`src/rtl/usb_rx_pkg.sv`:
```
// Shared USB receive-path definitions: checker FSM states and the CRC16 constants
// also used by the transmitter's CRC generator.
package usb_rx_pkg;

    typedef enum logic [1:0] {
        IDLE,
        ACCUM,
        CHECK
    } crc_chk_state_t;

    localparam logic [15:0] USB_CRC16_POLY     = 16'h8005;
    localparam logic [15:0] USB_CRC16_INIT     = 16'hFFFF;
    localparam logic [15:0] USB_CRC16_RESIDUAL = 16'h800D;

endpackage

```
`src/rtl/crc16_serial_lfsr.sv`:
```
// Serial CRC16 register, one bit per shift, MSB-first feedback (USB wire ordering).
// A load takes priority over a shift in the same cycle.
module crc16_serial_lfsr
    import usb_rx_pkg::*;
#(
    parameter logic [15:0] POLY = USB_CRC16_POLY,
    parameter logic [15:0] INIT = USB_CRC16_INIT
) (
    input  logic        clk,
    input  logic        n_rst,
    input  logic        load,
    input  logic [15:0] seed,
    input  logic        shift,
    input  logic        bit_in,
    output logic [15:0] crc
);

    logic [15:0] crc_q;
    logic [15:0] crc_d;
    logic        fb;

    always_comb begin
        fb    = crc_q[15] ^ bit_in;
        crc_d = crc_q;
        if (load) begin
            crc_d = seed;
        end else if (shift) begin
            crc_d = {crc_q[14:0], 1'b0} ^ (fb ? POLY : 16'h0000);
        end
    end

    always_ff @(posedge clk) begin
        if (!n_rst) begin
            crc_q <= INIT;
        end else begin
            crc_q <= crc_d;
        end
    end

    assign crc = crc_q;

endmodule

```
`config.mk`:
```
export PLATFORM = sky130hd
export DESIGN_NAME = crc16_serial_lfsr
export DESIGN_NICKNAME = d
export VERILOG_FILES = /design/src/rtl/usb_rx_pkg.sv /design/src/rtl/crc16_serial_lfsr.sv
export SDC_FILE = /design/constraint.sdc
export NUM_CORES = 1
export LEC_CHECK = 0
export ABC_AREA = 1
export CAP_MARGIN = 20
export CORE_ASPECT_RATIO = 0.6
export CORE_MARGIN = 2
export CORE_UTILIZATION = 30
export CTS_CLUSTER_SIZE = 10
export DETAILED_ROUTE_END_ITERATION = 10
export DONT_BUFFER_PORTS = 1
export HOLD_SLACK_MARGIN = 0.1
export REMOVE_ABC_BUFFERS = 1
export SLEW_MARGIN = 40
export SYNTH_ARGS = -nofsm -noshare
export SYNTH_HDL_FRONTEND = slang
export SYNTH_SLANG_ARGS = --single-unit
```
`constraint.sdc`:
```
create_clock -name clk -period 1.1 [get_ports clk]
set_input_delay 0.22 -clock clk [delete_from_list [all_inputs] [get_ports clk]]
set_output_delay 0.22 -clock clk [all_outputs]
set_load 0.01 [all_outputs]
```
# [Word level (Yosys, flattened, before mapping)]
# Cells that the tools add are included.
[totals] regBits=16
[classes] n_mux=3 bitwise=2 reduce_logical=1
[op_table] op="two-way mux 16 bit" n=3
[op_table] op="bitwise XOR 16 bit" n=1
[op_table] op="nonzero test 2 bit" n=1
[op_table] op="bitwise XOR 1 bit" n=1

# [Depth between registers and ports, before layout]
# Gate-level depths: netlist of the first run.
[depth] ltp_word=5 mapped_depth=5 ltp_nobuf=5

# [Worst setup path before layout of the first run]
# No wires, ideal clock.
[synth_path] path_kind="register -> register" start="reg crc_q[15], in the netlist crc[15]" end="reg crc_q[15], in the netlist crc[15]" arrival_ns=0.726 setup_ns=0.115 n_path_buf=0 slack_ns=0.260 path_stages_with_launch=6 path_cell_list="dfxtp_1 inv_2 nand2_1 nand3_1 nand3_1 nand2_1"
[synth_via] elab_chain_len=5
[synth_rtl] element="start: declaration" line="crc16_serial_lfsr.sv:18" rtl="logic [15:0] crc_q;"
[synth_rtl] element="start signal: assignment" line="crc16_serial_lfsr.sv:36" rtl="crc_q <= crc_d;"
[synth_rtl] element="bitwise XOR 1 bit" line="crc16_serial_lfsr.sv:23" rtl="fb = crc_q[15] ^ bit_in;"
[synth_rtl] element="two-way mux 16 bit" line="crc16_serial_lfsr.sv:28" rtl="crc_d = {crc_q[14:0], 1'b0} ^ (fb ? POLY : 16'h0000);"
[synth_rtl] element="bitwise XOR 16 bit" line="crc16_serial_lfsr.sv:28"
[synth_rtl] element="two-way mux 16 bit" line="crc16_serial_lfsr.sv:27" rtl="end else if (shift) begin"
[synth_rtl] element="two-way mux 16 bit" line="crc16_serial_lfsr.sv:25" rtl="if (load) begin"
# No other way between the ends. The select of a mux whose other input is x is not followed.
# A chain may end at the register's enable or synchronous reset.

# [Worst setup path after layout of the first run]
# Same ends and word-level chain as after synthesis.

==> results of run 1 <==
## cell families after synthesis
logic type / Yosys count / synth area share
DFF: 16 / 0.438
and+or+nand+nor: 60 / 0.372
AOI/OAI and AO/OA: 16 / 0.110
buffers and inverters: 9 / 0.0805
## power groups by stage
stage	Combinational, W	Clock (W)	Sequential [W]
after floorplan	0.000105	0	0.000697
after global placement	0.000122	0	0.000710
after detailed placement	0.000127	0	0.000711
after CTS	0.000128	0.000451	0.000698
after global routing	0.000149	0.000481	0.000706
final	0.000128	0.000432	0.000698
## stage by stage
step	hold slack, ns	instance area (µm²)	std cells	setup WS (ns)	power, W
after global placement	0.360	724	126	0.216	0.000832
after floorplan	0.356	687	96	0.260	0.000803
after CTS	0.108	766	129	0.168	0.00128
final	0.112	766	129	0.170	0.00126
after detailed placement	0.367	724	126	0.187	0.000838
after global routing	0.108	766	129	0.0707	0.00134
## metal layers
layer  GRT usage  vias up  part of all wire
li1            -      332                 -
met5           0        -                 0
met3      0.0753        0              0.11
met2       0.167       34              0.39
met4      0.0245        0                 0
met1       0.191      303              0.50
## final cells by class
cell class | instances | area [µm²]
Sequential cell | 16 | 320
Fill cell | 246 | 1460
Clock buffer | 3 | 41.3
Multi-Input combinational cell | 76 | 352
Inverter | 4 | 15.0
Tap cell | 30 | 37.5
## cells in the mapped netlist, drive strengths merged
| master | instances |
|---|---|
| a21oi | 16 |
| nand3b | 2 |
| inv | 4 |
| dfxtp | 16 |
| nor2 | 2 |
| nand2 | 37 |
| buf | 5 |
| nand3 | 19 |
## how the worst max path moves through the flow
stage / endpoint / depth (start not counted) / slack (ns) / start
2_1_floorplan: crc[15] / 5 / 0.26 / crc[15]
3_3_place_gp: crc[15] / 5 / 0.22 / crc[15]
3_5_place_dp: crc[15] / 5 / 0.19 / crc[15]
4_1_cts: crc[15] / 0 / 0.17 / crc[15]
5_1_grt: crc[2] / 5 / 0.07 / crc[15]
6_report: crc[15] / 5 / 0.17 / crc[15]
## worst max-delay path: stages, from the launching register on
cell,delay [ns]
dfxtp_1,0.46
inv_2,0.06
nand2_1,0.10
nand3_1,0.08
nand3_1,0.09
nand2_1,0.04
==> summary.txt, run 1 <==
Power and ir drop
  – Worst VDD drop: roughly 0.00074 V
  – Comb pwr share: 0.102
  – Pwr dens: about 1600 mW/mm²
  – Clock Power Share: 0.343
  – Leak: between 0.3 and 0.4 nW
  – P_int: between 0.0009 and 0.001 W
  – Psw: between 0.0003 and 0.0004 W
  – Net switching share of the total power: 0.267
  – Sequential Power Share: 0.555

Yosys
  – Synth warn: 0
  – Mapped Cells: 101
  – Synth Register Bits: 16
  – Synth top area share: 0.438
  – Area leader, netlist: dfxtp_1
  – Cell area after synthesis: roughly 730 µm²
  – Mean area per synthesized cell: approximately 7.2 µm²
  – Seq/Total Area, Yosys: 0.438
  – Post-synth cell types: 10
  – Synth area leaders: dfxtp_1, nand2_1, nand3_1, a21oi_1, buf_6

CTS
  – Postcts setup bufs: 0
  – Maximum clock path buffer count: 2
  – CTS clock-pin slew for the worst setup and hold paths: ~0.060 ns
  – CTS sink count: 16
  – CTS resizes: 0
  – CTS tree: built
  – H-tree depth: 1
  – Root buffer cell: clkbuf_8
  – Hold buffers post-CTS: 0
  – Clk_lat worst skew: 0.24 ns
  – TritonCTS buffer count: 3

Placement
  – Routability-driven placement congestion ratio: ~0.71
  – PortBufs: 0
  – HPWL Detailed: approximately 1.2 mm

Layout
  – P&R area growth vs syn: 4.79%
  – Fin util: 0.344
  – Most common cell after layout, fill and taps aside: nand2_1
  – Largest register FFs: 16
  – Proportion of layout cells with a drive suffix above 1: 0.0808
  – NumNets Final: about 120
  – Most frequent cells in the layout: nand2_1, nand3_1, a21oi_1, dfxtp_1
  – Antenna diodes: 0

Worst setup path
  – Critical path capture point type: flip-flop
  – Max Fanout on Critical Path: 5
  – CP Data Required Time: between 1 and 1.5 ns
  – Startpoint Class: flip-flop
  – Worst r2r dst: crc[15]
  – Crit Reg-Reg Startpoint: crc[15]
  – Crit path DAT: ~1.1 ns
  – R2R Setup Slk: about 0.17 ns
  – Worst Reg-to-Reg Cells: 5
  – WS Path Type: reg2reg

Min path
  – Hold path cells: 2
  – HP Start: load
  – Worst hold path class: in2reg
  – Hold EP: crc[3]

Floorplan
  – DIE WIDTH: slightly below 70 µm
  – Area of the die: roughly 0.0029 mm²
  – Initial Util: 0.328
  – Core area: ~0.0022 mm²
  – I/O Pins: 37
  – Die H: 42.2 µm
  – Site row count: 13

STA
  – RSZ-0062 raised after global routing: false
  – TNS Setup: 0 ns
  – Tcrit/Tclk final: 0.845
  – Relative slew slack: 0.731
  – Post-layout min period: roughly 0.93 ns
  – Hold Violations, Final: 0
  – Setup violations, final: 0
  – Fmax: about 1100 MHz
  – Slew Limit Fails: 0
  – Least-Margin Pin Slew: just over 0.4 ns
  – Final Skew: just over 0.005 ns

Run
  – Max Cap Viol: 0

Route
  – Post-route ant nets: 0
  – DRC viols: 0
  – Routed WL: around 1.7 mm
  – Starting DRC count in detailed routing: between 40 and 50
  – Wirelength per Cell: between 10 and 15 µm
  – Routed vias/inst: 5.19
  – First-pass detailed-route iteration total: 4
  – Vias after detailed routing: 669

Run status
  – Status: finished clean

GRT
  – Tot GR Track Use: 0.132
  – Total grt overflow: 0
  – Vias in the first global route: 575
  – First-pass GRT wire length: between 2 and 3 mm
  – Initial antenna violation count: 0
  – Largest net degree at the start of global routing: 19
No activity file was read; power rests on OpenSTA's default activity.
==> inputs of run 2 (changes only) <==
clock period = 0.9 ns   (was 1.1 ns; I/O delays follow)
==> run 2 against run 1 <==
Effect of this change:
- critical endpoint is now crc[15]
- largest power group unchanged
- design area increased by 28%
- the run now ends with negative setup slack left
- critical path depth decreased by 4
- routed wire length increased by 7.5%
==> summary.txt, run 2 (synthesized netlist as in run 1, its figures left out) <==
Worst setup path
  – Startpoint Class: flip-flop
  – Critical path capture point type: output port
  – Max Fanout on Critical Path: 4 (-1)
  – CP max stage delay: 0.36 ns (-0.10 ns)
  – Bufs and invs on worst path: 1 (unchanged)
  – Crit Reg-Reg Startpoint: crc[15]
  – CP Data Required Time: 0.72 ns (-0.52 ns)
  – Worst r2r dst: crc[15]
  – WS Path Type: reg2out
  – Critical path's top delay family: flip-flops
  – R2R Setup Slk: 0.12 ns (-0.05 ns)
  – CP max stage cell: dfxtp_4
  – Worst path cell trace: buf_6
  – Crit path DAT: 0.72 ns (-0.35 ns)
  – Worst Reg-to-Reg Cells: 5 (unchanged)

STA
  – Fmax: approximately 1100 MHz
  – Hold Violations, Final: 0 (unchanged)
  – Setup violations, final: 1 (+1)
  – Relative slew slack: 0.752 (+0.0217)
  – RSZ-0062 raised after global routing: true
  – Tcrit/Tclk final: 1.00
  – Fin worst setup slack: -0.00383 ns (-0.174 ns)
  – Final Skew: 0.00209 ns (-0.00299 ns)
  – Least-Margin Pin Slew: 0.370 ns (-0.0325 ns)
  – Slew Limit Fails: 0 (unchanged)
  – Post-layout min period: approximately 0.9 ns

CTS
  – CTS tree: built
  – CTS clock-pin slew for the worst setup and hold paths: 0.06 ns (about the same)
  – Root buffer cell: clkbuf_8
  – Postcts setup bufs: 0 (unchanged)
  – H-tree depth: 1 (unchanged)
  – CTS sink count: 16 (unchanged)
  – TritonCTS buffer count: 3 (unchanged)
  – Clk_lat worst skew: 0.25 ns (about the same)
  – Maximum clock path buffer count: 2 (unchanged)

Floorplan
  – Die H: 42.2 µm (unchanged)
  – Area of the die: 0.00286 mm² (unchanged)
  – Core area: 0.00223 mm² (unchanged)
  – I/O Pins: 37 (unchanged)
  – DIE WIDTH: 67.7 µm (unchanged)
  – Initial Util: 0.328 (unchanged)
  – Site row count: 13 (unchanged)

Route
  – Wirelength per Cell: 12.7 µm (-5.7%)
  – DRC viols: 0 (unchanged)
  – Post-route ant nets: 0 (unchanged)
  – Routed WL: 1.87 mm (+7.5%)
  – First-pass detailed-route iteration total: 4 (unchanged)
  – Routed vias/inst: 4.90 (-5.6%)
  – Starting DRC count in detailed routing: 15 (-67%)
  – Vias after detailed routing: 720 (+7.6%)

Power and ir drop
  – Sequential Power Share: 0.494 (-0.061)
  – Overall Power: 0.00172 W (+37%)
  – Comb pwr share: 0.138 (+0.036)
  – Leak: 0.407 nW (+29%)
  – Net switching share of the total power: 0.255 (-0.0120)
  – Pwr dens: 1760 mW/mm² (+7.5%)
  – Clock Power Share: 0.368 (+0.025)
  – Worst VDD drop: 0.00103 V (+40%)
  – P_int: 0.00129 W (+39%)
  – Psw: 0.000439 W (+31%)

GRT
  – Largest net degree at the start of global routing: 19 (unchanged)
  – Most Used Layer, Global Route: met1
  – Met2 global-route usage: 0.194 (+0.0275)
  – Tot GR Track Use: 0.136 (+0.00372)
  – Total grt overflow: 0 (unchanged)
  – Vias in the first global route: 654 (+14%)
  – GRT met3 Usage: 0.0672 (-0.00806)
  – GR Layer Usage met1: 0.194 (+0.00316)
  – Initial antenna violation count: 0 (unchanged)
  – First-pass GRT wire length: 2.92 mm (+5.2%)

Layout
  – Antenna diodes: 0 (unchanged)
  – Most frequent cells in the layout: nand2_1, nand3_1, dfxtp_1, dlygate4sd3_1, a21oi_1
  – NumNets Final: 139 (+14%)
  – Most common cell after layout, fill and taps aside: nand2_1
  – Proportion of layout cells with a drive suffix above 1: 0.128 (+0.0474)
  – Fill cells: 217 (-12%)
  – Fin util: 0.439 (+0.0949)
  – Final instance area: 977 µm² (+28%)
  – P&R area growth vs syn: 33.7%
  – Largest register FFs: 16 (unchanged)
  – Final non-filler cell total: 147 (+14%)

Run status
  – Failing checks: negative setup slack
  – Status: finished with violations

Run
  – Max Cap Viol: 0 (unchanged)

Min path
  – Worst hold path class: in2reg
  – Hold path cells: 2 (unchanged)
  – Hold EP: crc[14]
  – HP Start: load

Placement
  – Pre-CTS WS: 0.0604 ns (-0.126 ns)
  – Dpl cells: 128 (+1.6%)
  – Routability-driven placement congestion ratio: 0.785 (+10%)
  – PortBufs: 0 (unchanged)
  – Dpl cell area: 752 µm² (+3.8%)
  – HPWL Detailed: 1.26 mm (+4.2%)
==> run 2: per-layer routing <==
metal  vias up  share of wire
li1        365              -
met5         -              0
met1       320           0.45
met2        35           0.44
met3         0           0.11
met4         0              0
==> run 2: power groups by stage <==
stage	Combinational [W]	Clock, W	Sequential [W]
after floorplan	0.000129	0	0.000852
after global placement	0.000168	0	0.000866
after detailed placement	0.000173	0	0.000867
after CTS	0.000205	0.000651	0.000852
after global routing	0.000273	0.000696	0.000862
final	0.000239	0.000634	0.000852
==> run 2: layout make-up <==
type | count | area [µm²] | area share
repair buffers | 17 | 181 | 0.186
multi-input cells | 76 | 362 | 0.370
clock buffers | 4 | 55.1 | 0.0563
inverters | 4 | 17.5 | 0.0179
well taps | 30 | 37.5 | 0.0384
flip-flops and latches | 16 | 324 | 0.332
==> run 2: repair_timing <==
action                                  in CTS  in global routing
endpoints found under the setup margin       1                  4
gates resized for setup                      3                  5
hold buffers                                 8                  7
hold endpoints to repair                    16                 12
==> run 2: how the worst max path moves through the flow <==
stage,end,cells past startpoint,slack (ns),startpoint
CTS,crc[15],1,-0.01,crc[15]
global placement,crc[15],5,0.06,crc[15]
finish,crc[15],1,-0.004,crc[15]
global route,crc[15],1,-0.03,crc[15]
floorplan,crc[15],5,0.06,crc[15]
detailed placement,crc[15],5,0.06,crc[15]
==> run 2: stage by stage <==
step / hold WS (ns) / setup TNS [ns]
floorplan: 0.316 / 0
detailed placement: 0.324 / 0
global placement: 0.322 / 0
finish: 0.0800 / -0.00383
global route: 0.0645 / -0.0498
CTS: 0.0698 / -0.0107
